==> src/rtl/fetch_controller.sv <==
// ----------------------------------------------------------------------------
// fetch_controller
//
// Instruction fetch sequencer for a 1024-word, byte-addressed instruction
// memory that is read combinationally. It holds the program counter, drives
// the memory address and presents registered instructions to decode over a
// valid/ready handshake. While the core is not running, the memory address
// port belongs to a boot loader that writes instruction words.
//
// Ports
//   clk, reset          clock (rising edge) and asynchronous active-high reset
//   start               one-cycle pulse: begin execution from RESET_PC
//   halt_req            stop fetching (moves RUN -> HALTED)
//   branch_taken        one-cycle redirect request
//   branch_target       redirect byte address
//   imem_addr           byte address to instruction memory
//   imem_rd             combinational read data from memory
//   imem_we, imem_wdata loader write path into memory
//   load_valid          loader has a word to write
//   load_addr/load_data loader byte address and word
//   load_ready          loader write accepted this cycle
//   instr, instr_pc     instruction to decode and its byte address
//   instr_valid         instr/instr_pc valid
//   instr_ready         decode accepts instr
//   running             high while in RUN
//   fault               sticky out-of-range fetch flag
//   fetch_count         number of instructions accepted by decode (wraps)
// ----------------------------------------------------------------------------
module fetch_controller #(
    parameter int                ADDR_W    = 16,
    parameter int                DATA_W    = 32,
    parameter int                MEM_WORDS = 1024,
    parameter logic [ADDR_W-1:0] RESET_PC  = '0
) (
    input  logic              clk,
    input  logic              reset,
    input  logic              start,
    input  logic              halt_req,
    input  logic              branch_taken,
    input  logic [ADDR_W-1:0] branch_target,
    output logic [ADDR_W-1:0] imem_addr,
    input  logic [DATA_W-1:0] imem_rd,
    output logic              imem_we,
    output logic [DATA_W-1:0] imem_wdata,
    input  logic              load_valid,
    input  logic [ADDR_W-1:0] load_addr,
    input  logic [DATA_W-1:0] load_data,
    output logic              load_ready,
    output logic [DATA_W-1:0] instr,
    output logic [ADDR_W-1:0] instr_pc,
    output logic              instr_valid,
    input  logic              instr_ready,
    output logic              running,
    output logic              fault,
    output logic [31:0]       fetch_count
);

    typedef enum logic [1:0] {
        S_IDLE   = 2'd0,
        S_RUN    = 2'd1,
        S_HALTED = 2'd2
    } state_t;

    // One bit wider than the address so MEM_WORDS*4 itself is representable.
    localparam int                MEM_BYTES_INT = MEM_WORDS * 4;
    localparam logic [ADDR_W:0]   MEM_BYTES     = MEM_BYTES_INT[ADDR_W:0];
    localparam logic [ADDR_W-1:0] WORD_MASK     = ~ADDR_W'(3);
    localparam logic [ADDR_W-1:0] PC_STEP       = ADDR_W'(4);

    state_t              state_q, state_d;
    logic [ADDR_W-1:0]   pc_q, pc_d;
    logic [DATA_W-1:0]   instr_q, instr_d;
    logic [ADDR_W-1:0]   instr_pc_q, instr_pc_d;
    logic                valid_q, valid_d;
    logic                fault_q, fault_d;
    logic [31:0]         count_q, count_d;

    function automatic logic in_range(input logic [ADDR_W-1:0] addr);
        return {1'b0, addr} < MEM_BYTES;
    endfunction

    function automatic logic [ADDR_W-1:0] word_align(input logic [ADDR_W-1:0] addr);
        return addr & WORD_MASK;
    endfunction

    always_ff @(posedge clk or posedge reset) begin
        if (reset) begin
            state_q    <= S_IDLE;
            pc_q       <= RESET_PC;
            instr_q    <= '0;
            instr_pc_q <= '0;
            valid_q    <= 1'b0;
            fault_q    <= 1'b0;
            count_q    <= '0;
        end else begin
            state_q    <= state_d;
            pc_q       <= pc_d;
            instr_q    <= instr_d;
            instr_pc_q <= instr_pc_d;
            valid_q    <= valid_d;
            fault_q    <= fault_d;
            count_q    <= count_d;
        end
    end

    always_comb begin
        state_d    = state_q;
        pc_d       = pc_q;
        instr_d    = instr_q;
        instr_pc_d = instr_pc_q;
        valid_d    = valid_q;
        fault_d    = fault_q;
        count_d    = count_q;

        // Loader owns the memory port unless the core is running.
        imem_addr  = word_align(load_addr);
        imem_we    = load_valid && in_range(load_addr);
        imem_wdata = load_data;
        load_ready = 1'b1;

        case (state_q)
            S_IDLE, S_HALTED: begin
                if (start) begin
                    state_d = S_RUN;
                    pc_d    = RESET_PC;
                    fault_d = 1'b0;
                    valid_d = 1'b0;
                end
            end

            S_RUN: begin
                load_ready = 1'b0;
                imem_we    = 1'b0;
                imem_addr  = pc_q;

                // A branch discards the in-flight instruction, so it is not
                // counted; halt outranks branch and lets the handshake count.
                if (valid_q && instr_ready && !(branch_taken && !halt_req))
                    count_d = count_q + 32'd1;

                if (halt_req) begin
                    state_d = S_HALTED;
                    valid_d = 1'b0;
                end else if (branch_taken) begin
                    pc_d    = word_align(branch_target);
                    valid_d = 1'b0;
                end else if (!valid_q || instr_ready) begin
                    if (!in_range(pc_q)) begin
                        fault_d = 1'b1;
                        state_d = S_HALTED;
                        valid_d = 1'b0;
                    end else begin
                        instr_d    = imem_rd;
                        instr_pc_d = pc_q;
                        valid_d    = 1'b1;
                        pc_d       = pc_q + PC_STEP;
                    end
                end
            end

            default: begin
                state_d = S_IDLE;
            end
        endcase
    end

    assign instr       = instr_q;
    assign instr_pc    = instr_pc_q;
    assign instr_valid = valid_q;
    assign running     = (state_q == S_RUN);
    assign fault       = fault_q;
    assign fetch_count = count_q;

endmodule

==> config.mk <==
export PLATFORM = sky130hd
export DESIGN_NAME = fetch_controller
export DESIGN_NICKNAME = d
export VERILOG_FILES = /design/src/rtl/fetch_controller.sv
export SDC_FILE = /design/constraint.sdc
export NUM_CORES = 1
export LEC_CHECK = 0
export ABC_CLOCK_PERIOD_IN_PS = 4800
export CAP_MARGIN = 20
export CORE_MARGIN = 1
export CORE_UTILIZATION = 41
export DETAILED_ROUTE_END_ITERATION = 10
export PLACE_DENSITY = 0.82
export SYNTH_ARGS = -nofsm -noshare
export SYNTH_HDL_FRONTEND = slang
export SYNTH_SLANG_ARGS = --single-unit
==> constraint.sdc <==
create_clock -name clk -period 4.8 [get_ports clk]
set_input_delay 1.2 -clock clk [delete_from_list [all_inputs] [get_ports clk]]
set_output_delay 1.2 -clock clk [all_outputs]
set_load 0.02 [all_outputs]
==> metrics.csv, run 1 <==
stage,metric,value,unit
synth,synthesized area,4690,um^2
drt,WL per Instance,15.9,um
sta,setup ws final,941,ps
sta,min cycle time layout,3860,ps
pwr,sequential share of power,37.2,%
cells_and_area,final std cells w/o fill,693,
synth,top cell type by total area after synthesis,dfrtp_1,
clock_network,htree depth,3,
cells_and_area,P&R area growth vs syn,40.1,%
drt,top sig layer,met4,
pwr,Power Internal,2150,uW
clock_network,hold-fix buffers at CTS,0,
synth,Cells after Synth,412,
synth,main flop type after synthesis,dfrtp_1,
cells_and_area,layout cells sized above 1,15.2,%
cells_and_area,final core occ,59.8,%
grt,vias in the first global route,3570,
clock_network,root buffer cell,clkbuf_16,
clock_network,clock-pin slew on the worst setup and hold paths,60,ps
floorplan,num rows,38,
synth,Post-synth EDFFs,0,
pwr,Clk pwr share,24.3,%
floorplan,Ports,236,
place,setup slack at placement,945,ps
place,detailed placement HPWL,8080,um
grt,largest net degree at the start of global routing,90,
drt,metal3 WL,1030,um
pwr,total chip power,3170,uW
floorplan,die width,109,um
sta,Highest Clock Rate,259,MHz
run_status,outcome,"complete, no violations",
floorplan,die area,11900,um^2
sta,crit share post-route,80.4,%
pwr,Switch Pwr,1020,uW
place,input/output buffers,163,
synth,Synth area leaders,"dfrtp_1 (51%), mux2_2 (13%), buf_4 (5.9%)",
sta,final hold violations,0,
drt,number of nets with antenna violations after routing,0,
clock_network,clk sinks,96,
floorplan,Core Box Area,11000,um^2
synth,area share of the leading cell type in the synthesized netlist,51.2,%
pwr,maximum vdd drop,284,uV
synth,Async SR Flop Fraction,100,%
pwr,switching share of power,32.1,%
drt,vias per cell,5.19,
clock_network,Inserted Clock Buffers,9,
critical_path,critical path class,input pin to output pin,
sta,clock skew,10.2,ps
floorplan,Die H,109,um
critical_path,CP Launch Type,input pin,
sta,Slew headroom,47.9,%
pwr,Comb power frac,38.5,%
grt,antenna violations before repair,0,
cells_and_area,diode count,0,
synth,Yosys Warn Count,0,
sta,final number of max-transition violations,0,
synth,"Seq/Total Area, Yosys",51.2,%
clock_network,CTS tree,yes,
sta,final setup fails,0,
clock_network,cts repair resizes,0,
cells_and_area,fin nets,654,
grt,total track usage,18.7,%
clock_network,setup repair bufs after CTS,0,
grt,Congestion Overflow GR,0,
drt,DR pass1 iterations,5,
drt,1st-iter DRT viols,133,
cells_and_area,most frequent cells in the layout,"clkdlybuf4s50_1 (163), dfrtp_1 (96), mux2_2 (55)",
worst_hold_path,Hold WC Path Type,register to register,
pwr,Cell Pwr Density,482,nW/um^2
drt,final routed DRC violation total,0,
floorplan,Initial Utilization,42.7,%
critical_path,Critical Path AT,2660,ps
grt,first-pass GRT wire length,17200,um
drt,WL final,11000,um
drt,WL met1,4590,um
critical_path,critical path peak fanout,2,
place,Placer Congestion,0.760,
job,max_cap viols,0,
clock_network,Worst-Skew Late Latency,340,ps
place,Inst Count DP,676,
critical_path,nature of the critical path endpoint,output pin,
sta,RSZ-0062 raised after global routing,no,
synth,Synth Register Bits,96,
sta,Slew @ Worst Pin,781,ps
synth,syn_area_per_cell,11.4,um^2
clock_network,clock buffer depth,2,
cells_and_area,"most common cell after layout, fill and taps aside",clkdlybuf4s50_1,
drt,vias,3599,
drt,met2 wire length,5140,um
sta,total negative slack,0,ps
synth,Synth cell types,48,
pwr,Lkg Pwr,0.00282,uW
critical_path,Worst Path Required,3600,ps
## worst max-delay path, stage by stage
cell and delay, ps:
clkdlybuf4s50_1 420, nor4_1 260, and3_1 180, clkdlybuf4s50_1 600
## Yosys cell counts, types with 2 or more instances
cell / n
o22ai_1: 2
o31ai_1: 4
clkbuf_1: 7
mux2_2: 55
buf_4: 37
xor2_1: 13
nand3_1: 16
o21ai_1: 2
nand2b_1: 5
xnor2_1: 19
o21ai_0: 9
nand4_1: 14
nor4_1: 7
a22o_1: 4
ha_1: 2
nand4b_1: 2
a21oi_1: 13
mux2i_1: 2
and3_1: 4
nor2_1: 20
inv_1: 13
nand2_1: 25
dfrtp_1: 96
nor2b_1: 7
nor3_1: 8
buf_6: 4
## logic make-up after synthesis
logic type	share of synthesized area [%]
buffers and inverters	8.48
multiplexers	13.9
flip-flops	51.2
AO/OA/AOI/OAI	5.84
other	0.0800
AND/OR/NAND/NOR	14.0
XOR/XNOR	5.98
adder cells (fa/ha/maj)	0.534
## registers in the layout, summed over array words and instances, names as in the netlist
signal and count:
instr 32, pc_q 14, state_q 2, instr_valid 1, instr_pc 14, fault 1, fetch_count 32
## worst paths after layout
kind / from / endpoint / slack [ps] / depth (start not counted)
worst max-delay path: load_addr[14] / imem_we / 940 / 4
worst min-delay path: fetch_count[31]$_DFFE_PP0P_ / fetch_count[31]$_DFFE_PP0P_ / 470 / 1
worst max register to register: pc_q[12]$_DFFE_PP0P_ / instr[6]$_DFFE_PP0P_ / 2280 / 5
worst min register to register: fetch_count[31]$_DFFE_PP0P_ / fetch_count[31]$_DFFE_PP0P_ / 470 / 1
max in group asynchronous: reset / pc_q[13]$_DFFE_PP0P_ / 2920 / 3
min in group asynchronous: reset / instr[7]$_DFFE_PP0P_ / 1260 / 2
## per-stage QoR
stage               hold slack (ps)  instance area, um^2
floorplan                       499                 4700
global placement                458                 6210
detailed placement              465                 6210
CTS                             473                 6530
global route                    500                 6570
finish                          472                 6570
## power groups by stage
stage | clock, uW | combinational (uW) | sequential [uW]
global placement | 0 | 1190 | 1170
global route | 814 | 1310 | 1210
detailed placement | 0 | 1220 | 1190
finish | 770 | 1220 | 1180
CTS | 783 | 1220 | 1180
floorplan | 0 | 474 | 1380
## metal layers
layer / GRT usage [%] / up-vias
met5: 0 / -
met4: 7.43 / 0
met3: 5.44 / 30
met2: 30.7 / 161
met1: 23.1 / 1724
li1: - / 1684
## cell type report
type	instances	area (um^2)
Clock inverter	3	65.1
Multi-Input combinational cell	258	1900
Tap cell	140	175
Fill cell	906	4410
Inverter	13	51.3
Timing Repair Buffer	171	1720
Sequential cell	96	2400
Clock buffer	12	256
Note: power is estimated with default switching activity, not from simulation.
==> inputs of run 2 (changes only) <==
--- a/config.mk
+++ b/config.mk
@@ -5,7 +5,7 @@
 export SDC_FILE = /design/constraint.sdc
 export NUM_CORES = 1
 export LEC_CHECK = 0
-export ABC_CLOCK_PERIOD_IN_PS = 4800
+export ABC_CLOCK_PERIOD_IN_PS = 3700
 export CAP_MARGIN = 20
 export CORE_MARGIN = 1
 export CORE_UTILIZATION = 41
==> constraint.sdc (replaced) <==
create_clock -name clk -period 3.7 [get_ports clk]
set_input_delay 0.925 -clock clk [delete_from_list [all_inputs] [get_ports clk]]
set_output_delay 0.925 -clock clk [all_outputs]
set_load 0.02 [all_outputs]
==> run 2 against run 1 <==
Die area did not move. Critical path depth fell by 1. Critical endpoint is now imem_addr[9]. Global-route usage rose by 0.27 points. Highest routed layer unchanged. Largest cell class unchanged. Flip-flop and latch count did not move. First-iteration DRC count rose by 16%. Sequential power rose by 29%. Final area fell by 0.91%. Largest power group unchanged. Total power rose by 25%. Register-to-register slack got worse by 1000 ps.
==> metrics.csv, run 2 (same netlist as run 1, synthesis figures left out) <==
stage,metric,value,unit,change
drt,WL per Instance,16.1,um,was 15.9 um
critical_path,Critical Path AT,2400,ps,was 2660 ps
job,max_cap viols,0,,unchanged
critical_path,FF-to-FF End,instr[29]$_DFFE_PP0P_,,was instr[6]$_DFFE_PP0P_
drt,DR pass1 iterations,4,,was 5
drt,number of nets with antenna violations after routing,0,,unchanged
critical_path,Crit path max-delay family,simple AND/OR/NAND/NOR gates,,was buffers and inverters
cells_and_area,P&R area growth vs syn,38.8,%,was 40.1%
critical_path,reg2reg path depth,5,,unchanged
pwr,Clk pwr share,21.3,%,was 24.3%
grt,Congestion Overflow GR,0,,unchanged
place,Placer Congestion,0.783,,was 0.760
clock_network,root buffer cell,clkbuf_16,,unchanged
pwr,switching share of power,33.0,%,was 32.1%
place,input/output buffers,163,,unchanged
pwr,Switch Pwr,1300,uW,was 1020 uW
critical_path,CP Launch Type,register,,was input pin
cells_and_area,"most common cell after layout, fill and taps aside",clkdlybuf4s50_1,,unchanged
cells_and_area,layout cells sized above 1,15.2,%,unchanged
sta,Slew @ Worst Pin,876,ps,was 781 ps
critical_path,Crit Reg-Reg Startpoint,pc_q[12]$_DFFE_PP0P_,,unchanged
floorplan,num rows,38,,unchanged
sta,RSZ-0062 raised after global routing,no,,unchanged
critical_path,Worst Path Required,2770,ps,was 3600 ps
cells_and_area,final core occ,59.3,%,was 59.8%
grt,total track usage,19.0,%,was 18.7%
clock_network,setup repair bufs after CTS,0,,unchanged
cells_and_area,most frequent cells in the layout,"clkdlybuf4s50_1 (163), dfrtp_1 (96), mux2_2 (55)",,unchanged
critical_path,"Slowest-stage cell, CP",nand2b_1,,was clkdlybuf4s50_1
floorplan,Die H,109,um,unchanged
clock_network,clock-pin slew on the worst setup and hold paths,60,ps,about the same
floorplan,die area,11900,um^2,unchanged
cells_and_area,final instance area,6510,um^2,was 6570 um^2
drt,final routed DRC violation total,0,,unchanged
clock_network,Inserted Clock Buffers,9,,unchanged
sta,min cycle time layout,3320,ps,
worst_hold_path,hold path startpoint,fetch_count[31]$_DFFE_PP0P_,,unchanged
clock_network,clk sinks,96,,unchanged
grt,vias in the first global route,3563,,was 3570
floorplan,die width,109,um,unchanged
sta,clock skew,8.51,ps,was 10.2 ps
sta,crit share post-route,89.8,%,
clock_network,htree depth,3,,unchanged
drt,WL final,11100,um,was 11000 um
worst_hold_path,Hold Path Sink,fetch_count[31]$_DFFE_PP0P_,,unchanged
clock_network,clock buffer depth,2,,unchanged
critical_path,critical path peak fanout,19,,was 2
pwr,maximum vdd drop,401,uV,was 284 uV
sta,Slew headroom,41.6,%,was 47.9%
worst_hold_path,Hold WC Path Type,register to register,,unchanged
sta,final setup fails,0,,unchanged
critical_path,"slowest stage delay, CP",700,ps,was 600 ps
drt,vias,3598,,was 3599
cells_and_area,fin nets,656,,was 654
grt,first-pass GRT wire length,17400,um,was 17200 um
critical_path,nature of the critical path endpoint,output pin,,unchanged
pwr,Power Internal,2650,uW,was 2150 uW
clock_network,CTS tree,yes,,unchanged
grt,antenna violations before repair,0,,unchanged
critical_path,CP Buf/Inv Count,1,,was 2
critical_path,flop2flop setup slack,1280,ps,was 2280 ps
sta,total negative slack,0,ps,unchanged
clock_network,hold-fix buffers at CTS,0,,unchanged
cells_and_area,Layout fillers,913,,was 906
pwr,Lkg Pwr,0.00279,uW,was 0.00282 uW
drt,vias per cell,5.19,,about the same
pwr,sequential share of power,38.6,%,was 37.2%
worst_hold_path,hold depth,1,,unchanged
place,DP Area,6250,um^2,was 6210 um^2
drt,1st-iter DRT viols,154,,was 133
sta,final hold violations,0,,unchanged
grt,largest net degree at the start of global routing,56,,was 90
run_status,outcome,"complete, no violations",,unchanged
critical_path,critical path class,register to output pin,,was input pin to output pin
clock_network,Worst-Skew Late Latency,330,ps,was 340 ps
pwr,Cell Pwr Density,606,nW/um^2,was 482 nW/um^2
floorplan,Core Box Area,11000,um^2,unchanged
sta,final number of max-transition violations,0,,unchanged
sta,Highest Clock Rate,301,MHz,
clock_network,cts repair resizes,0,,unchanged
pwr,Comb power frac,40.1,%,was 38.5%
place,detailed placement HPWL,8270,um,was 8080 um
floorplan,Initial Utilization,42.7,%,unchanged
critical_path,"critical path, cell by cell","nand2b_1, mux2_2, clkdlybuf4s50_1",,"was clkdlybuf4s50_1, nor4_1, and3_1, clkdlybuf4s50_1"
floorplan,Ports,236,,unchanged
cells_and_area,diode count,0,,unchanged
## run 2: cell count changes in the layout (fill, tap and decap cells not counted)
cell       delta
buf_12        +1
buf_16        -1
buf_4         +3
buf_8         -1
bufinv_16     -2
## run 2: power by group through the flow
stage / clock, uW / sequential (uW) / combinational, uW
detailed placement: 0 / 1540 / 1590
floorplan: 0 / 1790 / 615
global route: 906 / 1570 / 1690
global placement: 0 / 1520 / 1560
CTS: 866 / 1530 / 1600
finish: 839 / 1520 / 1580
## run 2: stage by stage
step / instances / hold slack [ps] / power (uW) / setup slack [ps]
floorplan: 415 / 499 / 2410 / 270
global placement: 680 / 458 / 3080 / 397
detailed placement: 680 / 473 / 3140 / 402
CTS: 693 / 481 / 3990 / 361
global route: 693 / 506 / 4160 / 290
finish: 693 / 480 / 3950 / 377
## run 2: how the worst max path moves through the flow
stage	start	to	slack [ps]	depth (start not counted)
floorplan	reset	fault$_DFFE_PP0P_	270	1
global placement	load_addr[14]	imem_we	400	4
detailed placement	load_addr[14]	imem_we	400	4
CTS	state_q[1]$_DFFE_PP0P_	imem_addr[4]	360	3
global route	state_q[0]$_DFFE_PP0P_	imem_addr[9]	290	3
finish	state_q[1]$_DFFE_PP0P_	imem_addr[9]	380	3
## run 2: cell type report
| type | instances | area (um^2) | share of cell area (%) |
|---|---|---|---|
| clock buffer | 12 | 256 | 3.94 |
| clock inverter | 1 | 5.00 | 0.0769 |
| inverter | 13 | 51.3 | 0.788 |
| multi-input combinational | 258 | 1900 | 29.2 |
| sequential | 96 | 2400 | 36.9 |
| tap | 140 | 175 | 2.69 |
| timing repair buffer | 173 | 1720 | 26.4 |
## run 2: per-layer routing
layer	vias to the layer above	part of all wire (%)	GRT usage, %
met5	-	0	0
met4	0	1.9	7.72
met3	27	8.2	5.14
met2	132	48	31.7
met1	1746	42	23.1
li1	1693	-	-
## run 2: worst register-to-register path: cells and delay by family (launching register included)
kind | cells | cell delay (ps)
buffers and inverters | 1 | 290
multiplexers | 1 | 370
flip-flops | 1 | 420
AND/OR/NAND/NOR | 3 | 1220
